### src/rtl/controle_varredura_matriz.sv
// Row-scan sequencer for the 5x7 LED matrix: row index, active-low row drive, blanking and frame select.
// Define QUADRO_AUTO_EN to enable dwell-based automatic frame advance (and pausa); otherwise frames move only on avanca.
module controle_varredura_matriz #(
  parameter int DIV_TICK     = 4,
  parameter int BLANK_CICLOS = 1,
  parameter int NUM_LINHAS   = 7,
  parameter int NUM_QUADROS  = 8,
  parameter int DWELL        = 2
) (
  input  logic                  clk,
  input  logic                  reset,
  input  logic                  habilita,
  input  logic                  pausa,
  input  logic                  avanca,
  output logic [2:0]            contador,
  output logic [NUM_LINHAS-1:0] linhas,
  output logic [2:0]            quadro,
  output logic                  apagar,
  output logic                  fim_varredura
);

  typedef enum logic [1:0] {
    IDLE  = 2'd0,
    SHOW  = 2'd1,
    BLANK = 2'd2
  } estado_t;

  localparam int MAXT = (DIV_TICK > BLANK_CICLOS) ? DIV_TICK : BLANK_CICLOS;
  localparam int PW   = (MAXT > 1) ? $clog2(MAXT) : 1;

  estado_t               estado_q, estado_d;
  logic [PW-1:0]         tick_q, tick_d;
  logic [2:0]            contador_q, contador_d;
  logic [2:0]            quadro_q, quadro_d;
  logic [NUM_LINHAS-1:0] linhas_q, linhas_d;
  logic                  apagar_q, apagar_d;
  logic                  fim_q, fim_d;
  logic                  pend_q, pend_d;
  logic                  wrap;
  logic                  troca;
  logic                  avanca_ef;
  logic                  dwell_ok;
  logic [2:0]            quadro_prox;

`ifdef QUADRO_AUTO_EN
  localparam int SW = $clog2(DWELL + 1);
  logic [SW-1:0] scan_q, scan_d;
`else
  logic unused_cfg;
  assign unused_cfg = pausa & (DWELL > 0);
`endif

  // State register: every output is a flop.
  always_ff @(posedge clk) begin
    if (reset) begin
      estado_q   <= IDLE;
      tick_q     <= '0;
      contador_q <= 3'd0;
      quadro_q   <= 3'd0;
      linhas_q   <= '1;
      apagar_q   <= 1'b1;
      fim_q      <= 1'b0;
      pend_q     <= 1'b0;
`ifdef QUADRO_AUTO_EN
      scan_q     <= '0;
`endif
    end else begin
      estado_q   <= estado_d;
      tick_q     <= tick_d;
      contador_q <= contador_d;
      quadro_q   <= quadro_d;
      linhas_q   <= linhas_d;
      apagar_q   <= apagar_d;
      fim_q      <= fim_d;
      pend_q     <= pend_d;
`ifdef QUADRO_AUTO_EN
      scan_q     <= scan_d;
`endif
    end
  end

  // Next state: slot timing and row stepping; wrap marks contador returning to 0.
  always_comb begin
    estado_d   = estado_q;
    tick_d     = tick_q + 1'b1;
    contador_d = contador_q;
    wrap       = 1'b0;
    if (!habilita) begin
      estado_d   = IDLE;
      tick_d     = '0;
      contador_d = 3'd0;
    end else begin
      case (estado_q)
        IDLE: begin
          estado_d   = SHOW;
          tick_d     = '0;
          contador_d = 3'd0;
        end
        SHOW: begin
          if (tick_q == PW'(DIV_TICK - 1)) begin
            tick_d = '0;
            if (BLANK_CICLOS == 0) begin
              if (int'(contador_q) == NUM_LINHAS - 1) begin
                contador_d = 3'd0;
                wrap       = 1'b1;
              end else begin
                contador_d = contador_q + 3'd1;
              end
            end else begin
              estado_d = BLANK;
            end
          end
        end
        BLANK: begin
          if (tick_q == PW'(BLANK_CICLOS - 1)) begin
            estado_d = SHOW;
            tick_d   = '0;
            if (int'(contador_q) == NUM_LINHAS - 1) begin
              contador_d = 3'd0;
              wrap       = 1'b1;
            end else begin
              contador_d = contador_q + 3'd1;
            end
          end
        end
        default: begin
          estado_d   = IDLE;
          tick_d     = '0;
          contador_d = 3'd0;
        end
      endcase
    end
  end

  // Frame selection only changes on a row wrap, so a frame is never torn mid-scan.
  always_comb begin
    avanca_ef   = pend_q | avanca;
    dwell_ok    = 1'b0;
    quadro_prox = (int'(quadro_q) == NUM_QUADROS - 1) ? 3'd0 : quadro_q + 3'd1;
`ifdef QUADRO_AUTO_EN
    dwell_ok    = (int'(scan_q) + 1 >= DWELL) && !pausa;
`endif
    troca    = wrap && (avanca_ef || dwell_ok);
    quadro_d = troca ? quadro_prox : quadro_q;
    pend_d   = 1'b0;
    if (habilita && estado_q != IDLE) begin
      pend_d = avanca_ef && !troca;
    end
`ifdef QUADRO_AUTO_EN
    scan_d = scan_q;
    if (!habilita || troca) begin
      scan_d = '0;
    end else if (wrap) begin
      scan_d = (int'(scan_q) + 1 >= DWELL) ? SW'(DWELL) : scan_q + 1'b1;
    end
`endif
  end

  // Outputs decoded from the next state so they land in flops aligned with it.
  always_comb begin
    linhas_d = '1;
    apagar_d = 1'b1;
    fim_d    = wrap;
    if (estado_d == SHOW) begin
      linhas_d = ~(NUM_LINHAS'(1) << contador_d);
      apagar_d = 1'b0;
    end
  end

  assign contador      = contador_q;
  assign linhas        = linhas_q;
  assign quadro        = quadro_q;
  assign apagar        = apagar_q;
  assign fim_varredura = fim_q;

endmodule
### config.mk
export PLATFORM = sky130hd
export DESIGN_NAME = controle_varredura_matriz
export DESIGN_NICKNAME = d
export VERILOG_FILES = /design/src/rtl/controle_varredura_matriz.sv
export SDC_FILE = /design/constraint.sdc
export NUM_CORES = 1
export LEC_CHECK = 0
export CORE_MARGIN = 1
export CORE_UTILIZATION = 45
export CTS_BUF_LIST = sky130_fd_sc_hd__clkbuf_8
export CTS_CLUSTER_DIAMETER = 100
export DETAILED_ROUTE_END_ITERATION = 12
export GPL_TIMING_DRIVEN = 1
export PLACE_DENSITY = 0.75
export SYNTH_ARGS = -nofsm -noshare
export SYNTH_HDL_FRONTEND = slang
export SYNTH_SLANG_ARGS = --single-unit
### constraint.sdc
create_clock -name clk -period 1.6 [get_ports clk]
set_input_delay 0.32 -clock clk [delete_from_list [all_inputs] [get_ports clk]]
set_output_delay 0.32 -clock clk [all_outputs]
set_load 0.01 [all_outputs]
==> out/qor.csv, run 1 <==
metric,value,unit
status,"finished, violations left",
violations,setup timing,
die_height,47.6,µm
cp-start-kind,flip-flop,
areaGrowthSynthToFinish,61.0,%
final_hold_viol_count,0,
first_global_vias,807,
track_usage,0.227,
clk_path_buf_depth,2,
cts_sinks,20,
yosysWarnings,0,
worst-slew-pin-transition,369,ps
core_region_area,1960,µm²
final_util,0.769,
antenna_cells,0,
worst-setup-path-type,flip-flop to flip-flop,
ys_seq_area_frac,0.427,
post-route-drc-count,0,
synth_top_cell_by_area,dfxtp_1,
ys_seq_elements,20,
avgSynthCellArea,9.97,µm²
avgRoutedWirePerCell,13.9,µm
fillers,149,
maxCapViolCount,0,
rsz0062_at_grt,yes,
clk_pin_slew_worst_paths,70,ps
grt_pass1_wl,3570,µm
setup_viol,1,
drive_above_1_share,0.406,
cp.arrival,1740,ps
fmax,0.625,GHz
routed_via_density,5.27,
grt_max_degree,13,
leakage,0.625,nW
initial_core_util,0.478,
cp_max_fo,6,
syn-cell-area,937,µm²
endpoint_kind,flip-flop,
finClkSkew,1.79,ps
min_period,1600,ps
required,1740,ps
synthDistinctLibCells,33,
final_common_cell,buf_4,
cts_hold_buf,0,
clk_latency,260,ps
cp_slowest_cell,dfxtp_4,
fin_nets,153,
cts_buffers,3,
vias,870,
port_buffers,18,
dieArea,2270,µm²
synth_fp_nets,108,
drt_iter0_drc,23,
powerDensity,722,nW/µm²
path_cells,"inv_4, ha_4, and4b_1, a311oi_4, a31o_2, nand3_1",
antenna_left,0,
die_x,47.6,µm
core.rowCount,16,
slew_headroom,0.754,
tritoncts,yes,
antenna_found_initial,0,
fin_ws,-0.678,ps
synth_top_area_frac,0.427,
layout_common_cells,"23 x buf_4, 18 x clkdlybuf4s50_1, 13 x dfxtp_1",
totalNegativeSetupSlack,-0.678,ps
max_stage_delay,400,ps
ios,20,
wl,2290,µm
grt-ovfl-total,0,
dpl.hpwl,1550,µm
fin_crit_sh,1.00,
cts_root_buffer,clkbuf_8,
hold-worst-slack,535,ps
hp-class,flip-flop to flip-flop,
first_pass_iters,4,
synth_cells,94,
report.final.slew_viol_count,0,
cts_max_level,1,
vdd_drop_max,0.781,mV
synthTopCellsByArea,"dfxtp_1 43%, ha_1 12%, nor2_1 4.0%",
globalplace.congestion,0.819,
-- synthesized netlist by cell type (all sizes together) --
master and n:
a311oi 1, mux2i 3, o31a 1, nand2b 1
buf 1, nand3b 1, a211oi 1, a2111oi 1
inv 6, and4b 1, a2bb2oi 1, nor3b 1
nand4b 2, and2 2, nand3 6, o21ai 3
or3 1, nor4 1, nor3 4, nand2 5
clkbuf 1, a21oi 3, dfxtp 20, nor4bb 1
a31oi 2, a31o 2, or2 1, nand4 2
ha 9, nor2 10
-- through the flow --
step	worst slack (ps)	cells	total power [mW]	cell area, µm²
after floorplan	-66.3	94	0.546	941
final	-0.678	165	1.09	1510
after global routing	-63.5	165	1.12	1510
after detailed placement	-255	157	0.581	1280
after CTS	-13.0	162	1.09	1420
after global placement	-209	157	0.578	1280
-- critical path: cells and delay by family, from the launching register on --
family	cells	cell delay, ps
buf+inv	1	50
fa+ha+maj	1	170
flops	1	400
compound gates	2	580
simple gates	2	290
-- cell type report --
| class | instances | area (µm²) | area share |
|---|---|---|---|
| sequential | 20 | 414 | 0.274 |
| timing repair buffer | 42 | 364 | 0.241 |
| clock buffer | 3 | 41.3 | 0.0274 |
| clock inverter | 1 | 30.0 | 0.0199 |
| multi-input combinational | 66 | 601 | 0.398 |
| inverter | 6 | 25.0 | 0.0166 |
| tap | 27 | 33.8 | 0.0224 |
-- path summary, 6_finish.rpt --
kind / from / endpoint / slack (ps) / cells past startpoint
worst max-delay path: estado_q[0]$_SDFF_PP0_ / linhas[4]$_SDFF_PP1_ / -0.7 / 6
worst min-delay path: quadro[2]$_SDFFE_PP0P_ / quadro[2]$_SDFFE_PP0P_ / 530 / 2
worst max register to register: estado_q[0]$_SDFF_PP0_ / linhas[4]$_SDFF_PP1_ / -0.7 / 6
worst min register to register: quadro[2]$_SDFFE_PP0P_ / quadro[2]$_SDFFE_PP0P_ / 530 / 2
-- repair_timing --
item / CTS / global route
cloned: 0 / 0
buffers inserted: 1 / 3
pin swaps: 6 / 7
resized for setup: 15 / 15
endpoints found under the setup margin: 13 / 13
-- cell families after synthesis --
logic type	synth area share
AO/OA/AOI/OAI	0.136
adder cells (fa/ha/maj)	0.120
buffers and inverters	0.0507
flip-flops	0.427
multiplexers	0.0320
AND/OR/NAND/NOR	0.234
-- power breakdown --
part | leakage [nW] | switching [mW] | internal (mW) | total (mW)
registers | 0.166 | 0.00424 | 0.500 | 0.504
logic | 0.423 | 0.0361 | 0.0440 | 0.0800
clock network | 0.0357 | 0.171 | 0.334 | 0.505
total | 0.625 | 0.211 | 0.878 | 1.09
-- layer usage --
metal,GRT usage,wire (µm),vias to the layer above
met5,0,0,-
met4,0.0833,51,0
met3,0.0377,74,9
met2,0.384,1080,25
met1,0.291,1080,410
li1,-,-,426
-- registers in the layout, indices dropped and copies added, names as in the netlist --
register and cells:
contador 3, fim_varredura 1, estado_q 2, apagar 1, quadro 3, tick_q 2
pend_q 1, linhas 7
Note: power is estimated with default switching activity, not from simulation.
==> run 2, diff against run 1 <==
Settings changed: HOLD_SLACK_MARGIN set to 0.05, PLACE_DENSITY 0.75 to 0.86, SETUP_SLACK_MARGIN set to 0.4.
==> out/qor.csv, run 2 (same netlist as run 1, synthesis figures left out) <==
metric,value,unit,change
drt_iter0_drc,25,,+8.7%
post-route-drc-count,0,,unchanged
fin_ws,-150,ps,-149 ps
first_global_vias,867,,+7.4%
status,"finished, violations left",,
final_common_cell,buf_4,,
clk_pin_slew_worst_paths,70,ps,about the same
dpl.hpwl,1630,µm,+5.3%
port_buffers,18,,unchanged
cp_common_cell,buf_6,,
leakage,0.646,nW,+3.4%
worst-setup-path-type,flip-flop to flip-flop,,
vdd_drop_max,0.761,mV,-2.6%
dieArea,2270,µm²,unchanged
areaGrowthSynthToFinish,78.0,%,
stdcell_area,1670,µm²,+11%
fillers,110,,-26%
setup_viol,8,,+7
hp-class,flip-flop to flip-flop,,
fin_nets,162,,+5.9%
cts_buffers,3,,unchanged
cts_hold_buf,0,,unchanged
clk_latency,260,ps,about the same
rsz0062_at_grt,yes,,
core_region_area,1960,µm²,unchanged
antenna_left,0,,unchanged
postPlaceCellArea,1300,µm²,+1.5%
antenna_cells,0,,unchanged
cp_slowest_cell,dfxtp_4,,
drive_above_1_share,0.599,,+0.193
cp_max_fo,8,,+2
crit_family,buffers and inverters,,
routed_via_density,5.57,,+5.6%
ios,20,,unchanged
path_buf_inv,6,,+5
report.final.slew_viol_count,0,,unchanged
first_pass_iters,4,,unchanged
grt_pass1_wl,4220,µm,+18%
cp-start-kind,flip-flop,,
power,0.972,mW,-11%
globalplace.congestion,0.835,,+1.9%
min_period,1750,ps,+149 ps
slew_headroom,0.741,,-0.0132
worst-slew-pin-transition,383,ps,+14.3 ps
grt_max_degree,12,,-1
core.rowCount,16,,unchanged
vias,969,,+11%
final_hold_viol_count,0,,unchanged
cts_sinks,20,,unchanged
layout_common_cells,"25 x buf_4, 11 x dfxtp_1, 9 x dlygate4sd2_1, 9 x buf_6, 8 x nor2_1",,
final_util,0.850,,+0.0810
die_height,47.6,µm,unchanged
hold-worst-slack,542,ps,+6.99 ps
cp.arrival,1880,ps,+140 ps
cts_max_level,1,,unchanged
path_cells,"inv_4, ha_4, buf_4, buf_6, buf_6, buf_6, inv_2, o31a_1, and2_4, nand4_1",,
powerDensity,583,nW/µm²,-19%
wl,3220,µm,+41%
track_usage,0.272,,+0.0453
endpoint_kind,flip-flop,,
finClkSkew,1.64,ps,-0.143 ps
maxCapViolCount,0,,unchanged
grt-ovfl-total,0,,unchanged
avgRoutedWirePerCell,18.5,µm,+34%
antenna_found_initial,0,,unchanged
fmax,0.572,GHz,-8.5%
totalNegativeSetupSlack,-832,ps,-831 ps
violations,setup timing,,
initial_core_util,0.478,,unchanged
tritoncts,yes,,
largest_register_ffs,7,,unchanged
die_x,47.6,µm,unchanged
cts_root_buffer,clkbuf_8,,
max_stage_delay,400,ps,about the same
clk_path_buf_depth,2,,unchanged
required,1730,ps,about the same
fin_crit_sh,1.09,,+0.0930
run 2: cell types whose count changed in the layout (fill, tap and decap cells not counted), sizes merged:
| cell | change |
|---|---|
| dlygate4sd2 | +9 |
| bufinv | -1 |
| clkbuf | +4 |
| buf | +11 |
| clkdlybuf4s50 | -15 |
| clkdlybuf4s15 | +1 |
run 2: metrics by stage:
step | instances | setup slack, ps
floorplan | 94 | -55.9
global placement | 153 | -188
detailed placement | 153 | -261
CTS | 166 | 3.87
global route | 174 | -188
finish | 174 | -150
run 2: path summary, 6_finish.rpt:
path                                             start                endpoint  slack [ps]  depth (start not counted)
worst max-delay path            estado_q[0]$_SDFF_PP0_    linhas[5]$_SDFF_PP1_        -150                         10
worst min-delay path            quadro[1]$_SDFFE_PP0P_  quadro[1]$_SDFFE_PP0P_         540                          2
worst max register to register  estado_q[0]$_SDFF_PP0_    linhas[5]$_SDFF_PP1_        -150                         10
worst min register to register  quadro[1]$_SDFFE_PP0P_  quadro[1]$_SDFFE_PP0P_         540                          2
run 2: cell type report:
type | count | area, µm² | area share
multi-input cells | 66 | 698 | 0.419
repair buffers | 51 | 429 | 0.257
flip-flops and latches | 20 | 424 | 0.254
clock buffers | 4 | 55.1 | 0.0330
well taps | 27 | 33.8 | 0.0203
inverters | 6 | 27.5 | 0.0165
run 2: what timing repair did:
item                                    4_1_cts  5_1_grt
pin swaps                                    14       14
setup buffers                                 9        8
gates resized for setup                      54       30
endpoints found under the setup margin       35       26
run 2: tightest hold or removal path, cell delays in order (launching register included):
cell	delay, ps
dfxtp_1	360
mux2i_1	80
nor2_1	70
run 2: metal layers:
layer  share of wire  track usage
met5               0            0
met3           0.042       0.0604
met1            0.41        0.303
met2            0.53        0.510
met4           0.018       0.0889
run 2: report_power, final:
group | switching [mW] | total, mW | leakage (nW) | internal [mW]
registers | 0.00438 | 0.500 | 0.168 | 0.495
clock network | 0.164 | 0.383 | 0.0288 | 0.219
logic | 0.0448 | 0.0893 | 0.449 | 0.0445
total | 0.213 | 0.972 | 0.646 | 0.759
